[src/rtl/scoreboard_hazard_unit.sv]
// ID-stage hazard detector: tracks each register's in-flight writeback and stalls
// consumers until the value can be forwarded or read from the register file.
module scoreboard_hazard_unit #(
   parameter int unsigned NUM_REGS = 16,
   parameter int unsigned REG_W    = 4,
   parameter int unsigned WB_DEPTH = 3,
   parameter int unsigned LOAD_GAP = 1,
   parameter int unsigned PERF_W   = 16
) (
   input  logic                clk,
   input  logic                rst_n,
   input  logic [REG_W-1:0]    src1,
   input  logic [REG_W-1:0]    src2,
   input  logic                two_src,
   input  logic                forward_en,
   input  logic                issue_valid,
   input  logic                issue_wb_en,
   input  logic [REG_W-1:0]    issue_dest,
   input  logic                issue_is_load,
   input  logic                flush,
   input  logic                freeze,
   output logic                hazard,
   output logic [NUM_REGS-1:0] busy_vec,
   output logic [PERF_W-1:0]   stall_count
);

   localparam int unsigned CNT_W = $clog2(WB_DEPTH + 1);
   localparam int unsigned IDX_N = 1 << REG_W;

   logic [NUM_REGS-1:0]            busy;
   logic [NUM_REGS-1:0]            load;
   logic [NUM_REGS-1:0][CNT_W-1:0] cnt;
   logic [PERF_W-1:0]              stall_q;

   logic [IDX_N-1:0]               busy_x;
   logic [IDX_N-1:0]               load_x;
   logic [IDX_N-1:0]               in_range;
   logic [IDX_N-1:0][CNT_W-1:0]    cnt_x;

   logic blk1;
   logic blk2;
   logic fire;
   logic set_en;

   // Widen the scoreboard to the full index space; indices past NUM_REGS read as idle
   for (genvar g = 0; g < IDX_N; g++) begin : g_idx
      if (g < NUM_REGS) begin : g_real
         assign busy_x[g]   = busy[g];
         assign load_x[g]   = load[g];
         assign cnt_x[g]    = cnt[g];
         assign in_range[g] = 1'b1;
      end else begin : g_void
         assign busy_x[g]   = 1'b0;
         assign load_x[g]   = 1'b0;
         assign cnt_x[g]    = '0;
         assign in_range[g] = 1'b0;
      end
   end

   // With forwarding, only a load still too young for the bypass network blocks
   function automatic logic blocks(input logic b, input logic ld,
                                   input logic [CNT_W-1:0] c, input logic fwd);
      logic r;
      r = 1'b0;
      if (b) begin
         if (!fwd) r = 1'b1;
         else      r = ld && ((WB_DEPTH - 32'(c)) < LOAD_GAP);
      end
      return r;
   endfunction

   always_comb begin
      blk1   = blocks(busy_x[src1], load_x[src1], cnt_x[src1], forward_en);
      blk2   = two_src & blocks(busy_x[src2], load_x[src2], cnt_x[src2], forward_en);
      hazard = issue_valid & ~flush & (blk1 | blk2);
      fire   = issue_valid & ~hazard & ~flush & ~freeze;
      set_en = fire & issue_wb_en & in_range[issue_dest];
   end

   // Per-register countdown; a new issue to a register replaces its entry outright
   always_ff @(posedge clk or negedge rst_n) begin
      if (!rst_n) begin
         busy <= '0;
         load <= '0;
         cnt  <= '0;
      end else if (!freeze) begin
         for (int i = 0; i < int'(NUM_REGS); i++) begin
            if (set_en && (int'(issue_dest) == i)) begin
               busy[i] <= 1'b1;
               load[i] <= issue_is_load;
               cnt[i]  <= CNT_W'(WB_DEPTH);
            end else if (busy[i]) begin
               cnt[i] <= cnt[i] - CNT_W'(1);
               if (cnt[i] == CNT_W'(1)) begin
                  busy[i] <= 1'b0;
                  load[i] <= 1'b0;
               end
            end
         end
      end
   end

   // Saturating stall-cycle counter; counts during freeze as well
   always_ff @(posedge clk or negedge rst_n) begin
      if (!rst_n) begin
         stall_q <= '0;
      end else if (hazard && (stall_q != '1)) begin
         stall_q <= stall_q + PERF_W'(1);
      end
   end

   assign busy_vec    = busy;
   assign stall_count = stall_q;

endmodule

[config.mk]
export PLATFORM = sky130hd
export DESIGN_NAME = scoreboard_hazard_unit
export DESIGN_NICKNAME = d
export VERILOG_FILES = /design/src/rtl/scoreboard_hazard_unit.sv
export SDC_FILE = /design/constraint.sdc
export NUM_CORES = 1
export LEC_CHECK = 0
export CORE_ASPECT_RATIO = 1.75
export CORE_MARGIN = 4
export CORE_UTILIZATION = 51
export DETAILED_ROUTE_END_ITERATION = 8
export HOLD_SLACK_MARGIN = 0.15
export PLACE_DENSITY_LB_ADDON = 0.2
export RECOVER_POWER = 100
export SETUP_SLACK_MARGIN = 0.1
export SLEW_MARGIN = 20
export SYNTH_ARGS = -nofsm -noshare
export SYNTH_HDL_FRONTEND = slang
export SYNTH_SLANG_ARGS = --single-unit
[constraint.sdc]
create_clock -name clk -period 2.67 [get_ports clk]
set_input_delay 0.534 -clock clk [delete_from_list [all_inputs] [get_ports clk]]
set_output_delay 0.534 -clock clk [all_outputs]
set_load 0.1 [all_outputs]
======== Word level (Yosys, flattened, before mapping) ========
Memory sizes are Yosys's and may differ from the RTL's.
Cells that the tools add are included.
operators by class
  add/sub/neg operators ................... 19
  $lt $le $gt $ge ......................... 5
  eq/ne operators ......................... 32
  mux-type cells .......................... 145
  bitwise logic cells ..................... 12
  reduce and logical (&&, ||, !) cells .... 84
operators with widths
  operator               number
  $mux 1                 105
  $mux 2                 34
  $lt 32x1->1 const B    2
  $reduce_bool 2->1      32
  $reduce_and 3->1       16
  $eq 2x1->1 const B     16
  $eq 4x4->1 const B     8
  $reduce_and 2->1       16
  $sub 2x1->2 const B    16
  $logic_and 1x1->1      19
  $add 16x1->16 const B  1
  $bmux 1 s4             4
  $bmux 2 s4             2
  $eq 4x3->1 const B     4
  $ne 16x16->1 const B   1
  $lt 4x5->1 const B     3
  $and 1x1->1            8
  $eq 4x2->1 const B     2
  $sub 2x2->3 const A    2
  $eq 4x1->1 const B     1
  $logic_not 4->1        1
  $not 1->1              3
  $or 1x1->1             1
storage, ports and cells
  register bits after elaboration ......... 80
  bits in read-only memories .............. 16
  input port bits ......................... 21
  output and inout port bits .............. 33
  word-level logic and storage cells ...... 332
  memories ................................ 1
memory list
  name             depth  bits a word  read ports  clocked after Yosys merged registers in  write ports  line  text
  (no name shown)  16     1            1           0                                        0            77    set_en = fire & issue_wb_en & in_range[issue_dest];

======== Logic depth before layout (Yosys ltp) ========
  depth in word-level cells ............... 19
  gate-level depth with buffers ........... 10
  mapped depth without buffers ............ 7

======== Worst setup path after synthesis ========
OpenSTA, ideal clock, no wires.
  path kind ............................... register -> output
  from .................................... reg busy[15], in the netlist busy_vec[15]
  to ...................................... out hazard
  data arrival time ....................... 3.539 ns
  data required time ...................... 2.136 ns
  setup slack ............................. -1.403 ns
  stages on the path, launching flop included .. 7
  buffers on the path ..................... 1
  cell sequence ........................... dfrtp_1 -> mux2i_1 -> mux4_2 -> a221oi_2 -> a32oi_4 -> buf_2 -> nor2b_1
on the way
  longest elaborated chain between the ends .. 6
  elaborated cells on any way between the ends .. 9
  classes of those cells .................. 6 x mux; 3 x bitwise
ends and longest elaborated chain
  what                              line  text
  start: declaration                30    logic [NUM_REGS-1:0] busy;
  start signal: assignment          83    busy <= '0;
  start signal: indexed assignment  89    busy[i] <= 1'b1;
  start signal: indexed assignment  95    busy[i] <= 1'b0;
  $bmux 1 s4                        74    blk2 = two_src & blocks(busy_x[src2], load_x[src2], cnt_x[src2], forward_en);
  $mux 1 (implied by the code)      74
  $mux 1                            65    if (b) begin
  $and 1x1->1                       74
  $or 1x1->1 *                      75    hazard = issue_valid & ~flush & (blk1 | blk2);
  $and 1x1->1 *                     75
  end: declaration                  22    output logic hazard,
Every way passes the cells marked *; elsewhere a longest branch is shown, timed or not. The select of a mux whose other input is x is not followed.

======== Worst setup path in the final report ========
  from .................................... reg busy[11], in the netlist busy_vec[11]
  to ...................................... out hazard
Same word-level chain as after synthesis.

==> results.md <==
- Run status: finished, violations left
- Violated checks: max-capacitance violations, max-slew violations, negative setup slack
- DIE WIDTH: around 80 um
- TritonCTS clock tree: yes
- Post-route cell area: 0.006664 mm2
- Post-Layout Cell Count: 709
- Net load switching power: 1945 uW
- CTS max path bufs: 2
- Crit path cell chain: mux4_2 -> mux4_2 -> a32oi_4 -> buf_12 -> nor2b_4 -> buf_12
- Ys flop type: dfrtp_1
- Mapped Nets: 497
- Clock power frac: 26.1%
- # port buffers: 53
- Cell internal pwr: 3094 uW
- Largest net degree at the start of global routing: 38
- Worst Path Max Fanout: 4
- Netlist cell types: 49
- Number of diodes: 0
- Multi-input combinational cell area: 0.002889 mm2
- Share of cells above drive strength 1: 34.47%
- Final Hold Vio Count: 0
- Area Growth Syn to Fin: 41.76%
- Reg area: 0.002058 mm2
- Fillers: 630
- Critical Path End: hazard
- Worst Path Required: 2.14 ns
- Slew Limit Headroom: -40.03%
- Final setup fails: 36
- Max stage delay cell, worst path: dfrtp_4
- Placed insts: 675
- Most common cell after layout, fill and taps aside: dfrtp_1
- CTS root buffer: clkbuf_16
- Iteration-0 DRC Markers: roughly 350
- FF+latch count, synth: 80
- Placed cell areas: between 0.005 and 0.006 mm2
- Reg-to-Reg End: load[13]
- Switch share: between 30% and 40%
- VDD IR max: 0.001029 V
- Core box area: roughly 0.009 mm2
- Clock sinks: 80
- Seq pwr share: 37.4%
- CP peak stage delay: 0.51 ns
- Dominant cell type by area after synthesis: dfrtp_1
- Gate Count Post-Synth: 459
- Placement Rows: 46
- DRC viols: 0
- Hold Slack: 0.4768 ns
- FF-to-FF path depth: 9
- Tcrit/Tclk final: 109.8%
- Die H: 135.0 um
- First-pass GRT wire length: about 23 mm
- Grt ovf: 0
- CTS Buf Count: 9
- Pre-antenna DRT Iters: 4
- Initial Utilization: 52.02%
- Clock transition at path regs: 0.06 ns
- Synth area leaders: dfrtp_1 (43%), ha_1 (4.5%), nand2_1 (4.1%), mux4_2 (3.8%), mux2_1 (3.6%)
- Initial antenna violation count: 0
- Worst-Skew Late Latency: 0.34 ns
- Crit path DAT: 2.40 ns
- Detailed-route via count: ~4200
- Die area: 0.01088 mm2
- Syn Area/Cell: 10.24 um2
- Leakage power: 0.003013 uW
- Number of synthesized flops with an enable pin: 0
- Hold Crit Class: reg2reg
- CP startpoint: busy_vec[11]
- Crit start category: register
- Antenna viol nets, final: 0
- R2r setup slk: -0.16 ns
- Vias per cell: 5.968
- CP Capture Type: primary output
- Final wirelength: 14.46 mm
- Post-DP HPWL: 9.749 mm
- Yosys top cell area share: 42.59%
- H-tree depth: 3
- Drt wl/cell: 20.39 um
- Final core occ: 73.75%
- Final worst slack: -0.2626 ns
- Layout net count: roughly 620
- Post-layout minimum cycle time: 2.933 ns
- Unrepaired setup endpoints after global routing: true
- Max_cap viols: 1
- Clk_skew: between 0.006 and 0.007 ns
- Vias in the first global route: 4625
- Register area share after synthesis: a little over two fifths
- Yosys warns: 0
- Synth async-reset ratio: 100.0%
- I/O pins: 54
- Max Freq: 0.3410 GHz
- RePlAce Congestion: 0.8618
- Slew at the pin closest to its max-slew limit: 2.100 ns
- PwrDens: around 760 mW/mm2
- Comb power frac: 36.5%
- Max-slew violations: 38
- GRT Total Usage: 28.72%
- Most frequent cells in the layout: dfrtp_1 (53), buf_4 (42), nand2_1 (40)
- RR Startpoint: busy_vec[11]
- WS Path Type: reg2out
- Mapped cell area: 0.004701 mm2
[final cells by class]
type,count,share of cell area (%)
clock buffer,11,3.492
timing repair buffer,130,16.75
inverter,36,2.028
sequential,80,30.89
clock inverter,5,1.239
tap,120,2.253
multi-input combinational,327,43.35
[synthesized netlist by cell type, types with 4 or more instances]
| cell type | n |
|---|---|
| nor3_1 | 5 |
| nor2b_1 | 25 |
| nand4_1 | 13 |
| xor2_1 | 13 |
| and3_1 | 8 |
| o211ai_1 | 21 |
| mux2i_1 | 4 |
| mux2_1 | 15 |
| nand3_1 | 24 |
| and2_1 | 4 |
| a21boi_0 | 16 |
| nand2_1 | 51 |
| nand4_2 | 11 |
| clkbuf_1 | 7 |
| dfrtp_1 | 80 |
| ha_1 | 17 |
| nor4_2 | 4 |
| xnor2_1 | 16 |
| o21ai_0 | 25 |
| nor2_1 | 10 |
| inv_1 | 36 |
| mux4_2 | 8 |
[per-layer routing]
layer  wire length [um]  global-route usage [%]
met3                773                   5.674
met4               1047                   18.33
met2               7578                   49.82
met5                  0                       0
met1               5059                   31.17
[worst max-delay path, delay by kind of cell (launching register included)]
| family | cells | cell delay, ns |
|---|---|---|
| flops | 1 | 0.51 |
| simple gates | 1 | 0.04 |
| mux | 2 | 0.99 |
| buf+inv | 2 | 0.30 |
| compound gates | 1 | 0.22 |
[what timing repair did]
| item | in CTS | in global routing |
|---|---|---|
| buffers inserted | 14 | 2 |
| gates cloned | 3 | 0 |
| pin swaps | 33 | 11 |
| setup endpoints to repair | 81 | 81 |
| hold buffers | 0 | 0 |
| gates resized for setup | 99 | 12 |
[registers in the layout, indices dropped and copies added (netlist names)]
register and flops:
stall_count 16, cnt 32, load 16, busy_vec 16
[power groups by stage]
stage	combinational (uW)	sequential, uW	clock [uW]
3_5_place_dp	1670	1890	0
3_3_place_gp	1590	1880	0
5_1_grt	2000	1920	1390
2_1_floorplan	827	2210	0
6_report	1840	1880	1320
4_1_cts	1870	1870	1340
[metrics by stage]
stage / setup slack [ns] / total power, uW / setup TNS [ns]
after global placement: -0.6411 / 3462 / -34.44
after detailed placement: -0.6532 / 3563 / -36.79
after global routing: -0.2971 / 5314 / -6.533
after floorplan: -0.1881 / 3033 / -0.3105
final: -0.2626 / 5038 / -2.997
after CTS: -0.2777 / 5079 / -5.630
[worst min-delay path by stage]
stage                        start              to  slack, ns  cells past startpoint
global route        stall_count[5]  stall_count[5]       0.51                      1
finish              stall_count[5]  stall_count[5]       0.48                      1
global placement    stall_count[5]  stall_count[5]       0.46                      1
detailed placement  stall_count[5]  stall_count[5]       0.47                      1
floorplan                    rst_n     busy_vec[0]       0.24                      0
CTS                          rst_n         load[0]       0.18                      1
[cells by family after synthesis]
logic type,share of synthesized area [%]
simple gates,21.11
compound gates,12.51
flops,42.59
buf+inv,4.871
mux,8.996
xor+xnor,5.403
fa+ha+maj,4.525
No activity file was read; power rests on OpenSTA's default activity.
